**src/rtl/wiegand_pkg.sv**
```systemverilog
// Shared types for the Wiegand receiver: FSM states, the queued frame record
// and the leading-even / trailing-odd parity check.
package wiegand_pkg;

  // Frame records are sized for the largest supported frame; instances with
  // MAX_BITS <= WG_DATA_W and LEN_W <= WG_LEN_W zero-extend into them.
  localparam int WG_DATA_W = 64;
  localparam int WG_LEN_W  = 7;

  typedef enum logic [1:0] {IDLE, RECV, FLUSH} state_t;

  typedef struct packed {
    logic [WG_DATA_W-1:0] data;
    logic [WG_LEN_W-1:0]  len;
    logic                 par_ok;
  } frame_t;

  // data is right-justified, so the first received half sits in [len-1:len/2].
  function automatic logic parity_ok(input logic [WG_DATA_W-1:0] data,
                                     input logic [WG_LEN_W-1:0]  len);
    logic [WG_LEN_W-1:0] half;
    logic lo_par;
    logic hi_par;
    half   = len >> 1;
    lo_par = 1'b0;
    hi_par = 1'b0;
    for (int i = 0; i < WG_DATA_W; i++) begin
      if (i < int'(half))
        lo_par = lo_par ^ data[i];
      else if (i < int'(len))
        hi_par = hi_par ^ data[i];
    end
    return !len[0] && (len != '0) && !hi_par && lo_par;
  endfunction

endpackage

```
**src/rtl/wiegand_rx_multi_if.sv**
```systemverilog
// Host-side frame handshake of the Wiegand receiver: head frame, valid/ready
// and the level interrupt.
interface wiegand_rx_multi_if #(
  parameter int MAX_BITS = 64,
  parameter int LEN_W    = 7
);
  logic [MAX_BITS-1:0] frm_data;
  logic [LEN_W-1:0]    frm_len;
  logic                frm_par_ok;
  logic                frm_valid;
  logic                frm_ready;
  logic                irq;

  modport master (output frm_data, frm_len, frm_par_ok, frm_valid, irq,
                  input  frm_ready);
  modport slave  (input  frm_data, frm_len, frm_par_ok, frm_valid, irq,
                  output frm_ready);
endinterface

```
**src/rtl/wiegand_frame_fifo.sv**
```systemverilog
// Frame-record FIFO; the head record is registered and follows the queue one
// edge after a push into an empty FIFO or after a pop.
module wiegand_frame_fifo
  import wiegand_pkg::*;
#(
  parameter int DEPTH = 4
) (
  input  logic   clk,
  input  logic   nReset,
  input  logic   push,
  input  frame_t push_data,
  input  logic   pop,
  output logic   full,
  output logic   empty,
  output frame_t head
);
  localparam int AW = $clog2(DEPTH);

  frame_t        mem [DEPTH];
  logic [AW-1:0] wr_ptr_reg;
  logic [AW-1:0] rd_ptr_reg;
  logic [AW-1:0] rd_ptr_inc;
  logic [AW:0]   count_reg;
  frame_t        head_reg;
  logic          do_pop;
  logic          do_push;

  assign full       = (count_reg == (AW+1)'(DEPTH));
  assign empty      = (count_reg == '0);
  assign do_pop     = pop && !empty;
  // A full FIFO still accepts a push when the same cycle pops.
  assign do_push    = push && (!full || do_pop);
  assign rd_ptr_inc = rd_ptr_reg + 1'b1;
  assign head       = head_reg;

  always_ff @(posedge clk) begin
    if (do_push)
      mem[wr_ptr_reg] <= push_data;
  end

  always_ff @(posedge clk or negedge nReset) begin
    if (!nReset) begin
      wr_ptr_reg <= '0;
      rd_ptr_reg <= '0;
      count_reg  <= '0;
      head_reg   <= '0;
    end else begin
      if (do_push)
        wr_ptr_reg <= wr_ptr_reg + 1'b1;
      if (do_pop)
        rd_ptr_reg <= rd_ptr_inc;
      case ({do_push, do_pop})
        2'b10:   count_reg <= count_reg + 1'b1;
        2'b01:   count_reg <= count_reg - 1'b1;
        default: ;
      endcase
      // Head holds its last value once the FIFO drains.
      if (do_pop) begin
        if (count_reg > (AW+1)'(1))
          head_reg <= mem[rd_ptr_inc];
        else if (do_push)
          head_reg <= push_data;
      end else if (do_push && empty) begin
        head_reg <= push_data;
      end
    end
  end

endmodule

```
**src/rtl/wiegand_rx_multi.sv**
```systemverilog
// Wiegand receiver: synchronise and de-glitch D0/D1, assemble variable-length
// frames ended by an idle gap, check parity and queue them for the host.
module wiegand_rx_multi
  import wiegand_pkg::*;
#(
  parameter int MAX_BITS   = 64,
  parameter int MIN_BITS   = 4,
  parameter int LEN_W      = 7,
  parameter int FILT       = 4,
  parameter int GAP_CYCLES = 10000,
  parameter int FIFO_DEPTH = 4
) (
  input  logic                clk,
  input  logic                nReset,
  input  logic [1:0]          wil,
  wiegand_rx_multi_if.master  frm,
  output logic                ovf,
  output logic                err,
  input  logic                clr
);
  localparam int FW = $clog2(FILT + 1);
  localparam int IW = $clog2(GAP_CYCLES + 1);

  logic [1:0] filt_lvl;
  logic [1:0] fall;

  generate
    for (genvar gi = 0; gi < 2; gi++) begin : g_line
      logic [1:0]    sync_reg;
      logic [FW-1:0] fcnt_reg;
      logic          filt_reg;
      logic          armed_reg;
      logic          flip;

      assign flip         = (sync_reg[1] != filt_reg) && (fcnt_reg == FW'(FILT - 1));
      // A line low at reset release must be seen high before it can clock a bit.
      assign fall[gi]     = flip && filt_reg && armed_reg;
      assign filt_lvl[gi] = filt_reg;

      always_ff @(posedge clk or negedge nReset) begin
        if (!nReset) begin
          sync_reg  <= 2'b00;
          fcnt_reg  <= '0;
          filt_reg  <= 1'b1;
          armed_reg <= 1'b0;
        end else begin
          sync_reg  <= {sync_reg[0], wil[gi]};
          armed_reg <= armed_reg || (sync_reg[1] && filt_reg);
          if ((sync_reg[1] == filt_reg) || flip)
            fcnt_reg <= '0;
          else
            fcnt_reg <= fcnt_reg + 1'b1;
          if (flip)
            filt_reg <= ~filt_reg;
        end
      end
    end
  endgenerate

  logic bit_ev;
  logic bit_val;
  logic both_low;

  assign bit_ev   = |fall;
  assign bit_val  = fall[1];
  assign both_low = (filt_lvl == 2'b00);

  state_t              state_reg;
  state_t              state_next;
  logic [MAX_BITS-1:0] shreg_reg;
  logic [LEN_W-1:0]    cnt_reg;
  logic [IW-1:0]       idle_reg;
  logic                bad_reg;
  logic                ovf_reg;
  logic                err_reg;
  logic                start;
  logic                shift;
  logic                frame_ok;
  logic                push;
  logic                pop;
  logic                err_set;
  logic                ovf_set;
  logic                fifo_full;
  logic                fifo_empty;
  frame_t              push_data;
  frame_t              head;

  assign frame_ok = !bad_reg && (cnt_reg >= LEN_W'(MIN_BITS));
  assign pop      = frm.frm_ready && !fifo_empty;

  always_comb begin
    state_next = state_reg;
    start      = 1'b0;
    shift      = 1'b0;
    push       = 1'b0;
    err_set    = 1'b0;
    ovf_set    = 1'b0;
    case (state_reg)
      IDLE: begin
        if (bit_ev) begin
          state_next = RECV;
          start      = 1'b1;
        end
      end
      RECV: begin
        if (bit_ev)
          shift = 1'b1;
        else if (idle_reg == IW'(GAP_CYCLES - 1))
          state_next = FLUSH;
      end
      FLUSH: begin
        push    = frame_ok;
        err_set = !frame_ok;
        ovf_set = frame_ok && fifo_full && !pop;
        if (bit_ev) begin
          state_next = RECV;
          start      = 1'b1;
        end else begin
          state_next = IDLE;
        end
      end
      default: state_next = IDLE;
    endcase
  end

  always_ff @(posedge clk or negedge nReset) begin
    if (!nReset) begin
      state_reg <= IDLE;
      shreg_reg <= '0;
      cnt_reg   <= '0;
      idle_reg  <= '0;
      bad_reg   <= 1'b0;
      ovf_reg   <= 1'b0;
      err_reg   <= 1'b0;
    end else begin
      state_reg <= state_next;
      if (start) begin
        shreg_reg <= {{(MAX_BITS-1){1'b0}}, bit_val};
        cnt_reg   <= LEN_W'(1);
        idle_reg  <= '0;
        bad_reg   <= both_low;
      end else if (state_reg == RECV) begin
        if (shift) begin
          shreg_reg <= {shreg_reg[MAX_BITS-2:0], bit_val};
          idle_reg  <= '0;
          if (cnt_reg != LEN_W'(MAX_BITS + 1))
            cnt_reg <= cnt_reg + 1'b1;
        end else begin
          idle_reg <= idle_reg + 1'b1;
        end
        // Reaching MAX_BITS+1 bits poisons the frame as too long.
        if (both_low || (shift && (cnt_reg >= LEN_W'(MAX_BITS))))
          bad_reg <= 1'b1;
      end
      if (ovf_set)
        ovf_reg <= 1'b1;
      else if (clr)
        ovf_reg <= 1'b0;
      if (err_set)
        err_reg <= 1'b1;
      else if (clr)
        err_reg <= 1'b0;
    end
  end

  assign push_data.data   = WG_DATA_W'(shreg_reg);
  assign push_data.len    = WG_LEN_W'(cnt_reg);
  assign push_data.par_ok = parity_ok(WG_DATA_W'(shreg_reg), WG_LEN_W'(cnt_reg));

  wiegand_frame_fifo #(
    .DEPTH (FIFO_DEPTH)
  ) u_fifo (
    .clk       (clk),
    .nReset    (nReset),
    .push      (push),
    .push_data (push_data),
    .pop       (pop),
    .full      (fifo_full),
    .empty     (fifo_empty),
    .head      (head)
  );

  assign frm.frm_data   = head.data[MAX_BITS-1:0];
  assign frm.frm_len    = head.len[LEN_W-1:0];
  assign frm.frm_par_ok = head.par_ok;
  assign frm.frm_valid  = !fifo_empty;
  assign frm.irq        = !fifo_empty;
  assign ovf            = ovf_reg;
  assign err            = err_reg;

endmodule

```
**src/flat_wrapper.sv**
```systemverilog
// flat-port wrapper written by rule: the top's interface ports become plain ports
module wiegand_rx_multi_flat import wiegand_pkg::*;
#(
  parameter int MAX_BITS   = 64,
  parameter int MIN_BITS   = 4,
  parameter int LEN_W      = 7,
  parameter int FILT       = 4,
  parameter int GAP_CYCLES = 10000,
  parameter int FIFO_DEPTH = 4
)
  (clk, nReset, wil, ovf, err, clr, frm_frm_data, frm_frm_len, frm_frm_par_ok, frm_frm_valid, frm_irq, frm_frm_ready);
  wiegand_rx_multi_if #(.MAX_BITS(MAX_BITS), .LEN_W(LEN_W)) frm_i ();
  input  logic clk;
  input  logic nReset;
  input  logic [1:0] wil;
  output logic ovf;
  output logic err;
  input  logic clr;
  output wire logic [$bits(frm_i.frm_data)-1:0] frm_frm_data;
  output wire logic [$bits(frm_i.frm_len)-1:0] frm_frm_len;
  output wire logic [$bits(frm_i.frm_par_ok)-1:0] frm_frm_par_ok;
  output wire logic [$bits(frm_i.frm_valid)-1:0] frm_frm_valid;
  output wire logic [$bits(frm_i.irq)-1:0] frm_irq;
  input wire logic [$bits(frm_i.frm_ready)-1:0] frm_frm_ready;
  assign frm_frm_data = frm_i.frm_data;
  assign frm_frm_len = frm_i.frm_len;
  assign frm_frm_par_ok = frm_i.frm_par_ok;
  assign frm_frm_valid = frm_i.frm_valid;
  assign frm_irq = frm_i.irq;
  assign frm_i.frm_ready = frm_frm_ready;
  wiegand_rx_multi #(.MAX_BITS(MAX_BITS), .MIN_BITS(MIN_BITS), .LEN_W(LEN_W), .FILT(FILT), .GAP_CYCLES(GAP_CYCLES), .FIFO_DEPTH(FIFO_DEPTH)) u_core (.clk(clk), .nReset(nReset), .wil(wil), .frm(frm_i), .ovf(ovf), .err(err), .clr(clr));
endmodule
```
**config.mk**
```make
export PLATFORM = sky130hd
export DESIGN_NAME = wiegand_rx_multi_flat
export DESIGN_NICKNAME = d
export VERILOG_FILES = /design/src/rtl/wiegand_pkg.sv /design/src/rtl/wiegand_rx_multi_if.sv /design/src/rtl/wiegand_frame_fifo.sv /design/src/rtl/wiegand_rx_multi.sv /design/src/flat_wrapper.sv
export SDC_FILE = /design/constraint.sdc
export NUM_CORES = 1
export LEC_CHECK = 0
export BUFFER_PORTS_ARGS = -buffer_cell sky130_fd_sc_hd__buf_2
export CORE_MARGIN = 2
export CORE_UTILIZATION = 45
export DETAILED_ROUTE_END_ITERATION = 12
export PLACE_DENSITY = 0.62
export SYNTH_ARGS = -nofsm -noshare
export SYNTH_HDL_FRONTEND = slang
export SYNTH_SLANG_ARGS = --single-unit
```
**constraint.sdc**
```tcl
create_clock -name clk -period 10.85 [get_ports clk]
set_input_delay 1.085 -clock clk [delete_from_list [all_inputs] [get_ports clk]]
set_output_delay 1.085 -clock clk [all_outputs]
set_load 0.03 [all_outputs]
```
==> results.py <==
metrics = {
    "clock_network": {
        "clkSlewWorstSetupHoldPaths_ns": 0.06,
        "cts_tree": "built",
        "cts_max_path_buffers": 3,
        "cts_buffers": 49,
        "ctsHoldBuffers": 0,
        "postCtsSetupBuffers": 0,
        "htree_levels": 2,
        "cts-root-buf": "clkbuf_16",
        "cts_sinks": 471,
        "cts_resized": 0,
        "clock_latency_ns": 0.58,
    },
    "logic_synthesis": {
        "synth_common_cells": "edfxtp_1 (288), nand2_1 (188), dfrtp_1 (181), o21ai_0 (140), mux2i_1 (80)",
        "synth.most_common_cell": "edfxtp_1",
        "synth_nets": 1598,
        "yosysWarnings": 0,
        "netlist.area_leader.share": 0.4040,
        "avgSynthCellArea_um2": 13.60,
        "synth_flop_cell": "edfxtp_1",
        "async_flop_share": 0.3885,
        "synth_cells": 1574,
        "yosysSeqAreaShare": 0.6181,
        "syn-cell-area_um2": 21410,
        "synth_seq_cells": 471,
        "synth_largest_area_cell": "edfxtp_1",
        "synth_edf_count": 288,
        "yosysUniqueCellTypes": 77,
        "synthTopCellsByArea": "edfxtp_1 (40%), dfrtp_1 (21%), mux4_2 (7.6%), mux2i_1 (3.7%), nand2_1 (3.3%)",
    },
    "die": {
        "die_y_um": 222.1,
        "dieArea_um2": 49330,
        "start_util": 0.4578,
        "coreArea_um2": 46750,
        "die_w_um": 222.1,
        "boundaryPins": 82,
        "fp-row-count": 79,
    },
    "final_layout": {
        "final_area_um2": 23990,
        "postLayoutCoreUtil": 0.5130,
        "syn2layout_area_growth_pct": 12.05,
        "drive_gt1_frac": 0.1762,
        "largest_reg_flops": 288,
        "final_nets": 1641,
        "diodes": 0,
    },
    "detailed_routing": {
        "drt_iter0_drc": 1161,
        "viasPerCell": 5.894,
        "drtPass1Iterations": 5,
        "wirelength_um": 55890,
        "ant_nets": 0,
        "vias": 13340,
        "wl_per_cell_um": 24.68,
        "drc": 0,
    },
    "place": {
        "dpl_cell_area_um2": 22230,
        "place_congestion": 0.9826,
        "detailedPlace.worstSlack_ns": 6.214,
        "hpwl_um": 35270,
        "port_buffers": 81,
    },
    "timing": {
        "clock_skew_ns": 0.01698,
        "hold_ws_ns": 0.3529,
        "hold_viol_final": 0,
        "period_minus_slack_ns": 4.718,
        "max_slew.worst_pin.slew_ns": 1.075,
        "relSlewSlack": 0.2743,
        "fin_ws_ns": 6.132,
        "finalMaxSlewViolations": 0,
        "timing.final.crit_share": 0.4348,
        "fmax_mhz": 212.0,
        "setup-tns-final_ns": 0,
        "setup_viol": 0,
        "rsz0062_at_grt": "false",
    },
    "pwr": {
        "power.switching_mw": 1.400,
        "power_density_nw_per_um2": 200.1,
        "internal-power_mw": 3.398,
        "seq_power_share": 0.442,
        "pwr-share-clk": 0.375,
        "combPwrFrac": 0.183,
        "ir_drop_uv": 130.9,
        "switching_share": 0.2918,
        "p_leak_nw": 9.341,
    },
    "critical_path": {
        "r2r-end": "u_core.u_fifo.mem[3][0]$_DFFE_PP_",
        "cp_max_fo": 63,
        "critPathKind": "reg -> reg",
        "regToRegSetupSlack_ns": 6.13,
        "start_kind": "flop",
        "cp-end-kind": "flop",
        "r2r_cells": 11,
        "cp_data_arrival_time_ns": 5.04,
        "crit_required_ns": 11.18,
        "r2r_start": "u_core.cnt_reg[4]$_DFFE_PN0P_",
    },
    "global_routing": {
        "grt_pass1_wl_um": 86070,
        "first_global_vias": 13480,
        "grt_util_all_layers": 0.2303,
        "grt_overflow": 0,
        "antenna_found_initial": 1,
        "grt_max_degree": 80,
    },
    "run_status": {
        "status": "finished clean",
    },
    "hold_path": {
        "hp-class": "reg -> reg",
        "holdPathEnd": "u_core.g_line[1].sync_reg[1]$_DFF_PN0_",
        "hold_depth": 0,
        "hold_start": "u_core.g_line[1].sync_reg[0]$_DFF_PN0_",
    },
    "run": {
        "cap_violations": 0,
    },
}
-- cells in the final DEF (no fill, tap or decap), drive strengths merged, types with 7 or more instances in the layout --
cell type    n
edfxtp     288
nand2      188
dfrtp      181
o21ai      143
buf        104
mux2i       80
mux4        72
a22o        68
clkbuf      66
xnor2       57
a21oi       45
nor2        43
nand3       25
inv         24
xor2        20
ha          18
nor3        16
and3        15
clkinv      14
nand2b      12
o22ai       11
nand4       11
a32o        11
a31oi       10
a21o         9
a32oi        9
o211ai       9
bufinv       8
and2         8
xnor3        7
or2          7
-- cells by family after synthesis --
kind of cell / Yosys count / synth area share
DFF: 471 / 0.6181
and+or+nand+nor: 348 / 0.07441
buffers and inverters: 136 / 0.03045
muxes: 154 / 0.1142
adders and majority gates: 18 / 0.01052
AOI/OAI and AO/OA: 363 / 0.1131
xor gates and xnor gates: 84 / 0.03922
-- through the flow --
stage          power (mW)  cells
2_1_floorplan       2.778   1574
5_1_grt             5.009   2264
6_report            4.798   2264
3_5_place_dp        3.050   2173
4_1_cts             4.854   2264
3_3_place_gp        3.036   2173
-- worst max-delay path, stage by stage, from the launching register on --
cell and delay [ns]:
dfrtp_2 0.35, buf_4 0.59, nand2_1 0.55, o21ai_0 0.58
a21boi_0 0.21, xnor2_1 0.17, a221oi_1 0.41, xnor3_1 0.30
xnor3_1 0.39, xnor3_1 0.22, xnor2_1 0.19, nor3b_1 0.45
-- per-layer routing --
layer,vias up,global-route usage,wire [um]
met5,-,0,0
met4,0,0.05100,1058
met3,70,0.03459,2617
met2,354,0.3691,26440
met1,6871,0.3345,25770
li1,6048,-,-
-- power by group through the flow --
stage | clock network, mW | logic (mW) | registers (mW)
after floorplan | 0 | 0.615 | 2.16
after global placement | 0 | 0.881 | 2.15
after detailed placement | 0 | 0.889 | 2.16
after CTS | 1.84 | 0.891 | 2.12
after global routing | 1.91 | 0.954 | 2.14
final | 1.80 | 0.877 | 2.12
-- worst max-delay path by stage --
stage                                  startpoint                                 to  slack (ns)  depth (start not counted)
global route        u_core.cnt_reg[5]$_DFFE_PN0P_  u_core.u_fifo.mem[3][0]$_DFFE_PP_        5.84                         11
finish              u_core.cnt_reg[4]$_DFFE_PN0P_  u_core.u_fifo.mem[3][0]$_DFFE_PP_        6.13                         11
CTS                 u_core.cnt_reg[4]$_DFFE_PN0P_  u_core.u_fifo.mem[3][0]$_DFFE_PP_        6.18                         11
floorplan           u_core.cnt_reg[2]$_DFFE_PN0P_  u_core.u_fifo.mem[0][0]$_DFFE_PP_        7.03                          7
detailed placement  u_core.cnt_reg[4]$_DFFE_PN0P_  u_core.u_fifo.mem[2][0]$_DFFE_PP_        6.21                         11
global placement    u_core.cnt_reg[5]$_DFFE_PN0P_  u_core.u_fifo.head[0]$_DFFE_PN0P_        6.36                         12
-- layout make-up --
type	count	area, um^2
Sequential cell	471	13240
Fill cell	3963	22770
Tap cell	607	759.5
Clock buffer	65	1399
Inverter	23	86.33
Clock inverter	26	355.3
Timing Repair Buffer	105	594.3
Multi-Input combinational cell	967	7552
No activity file was read; power rests on OpenSTA's default activity.
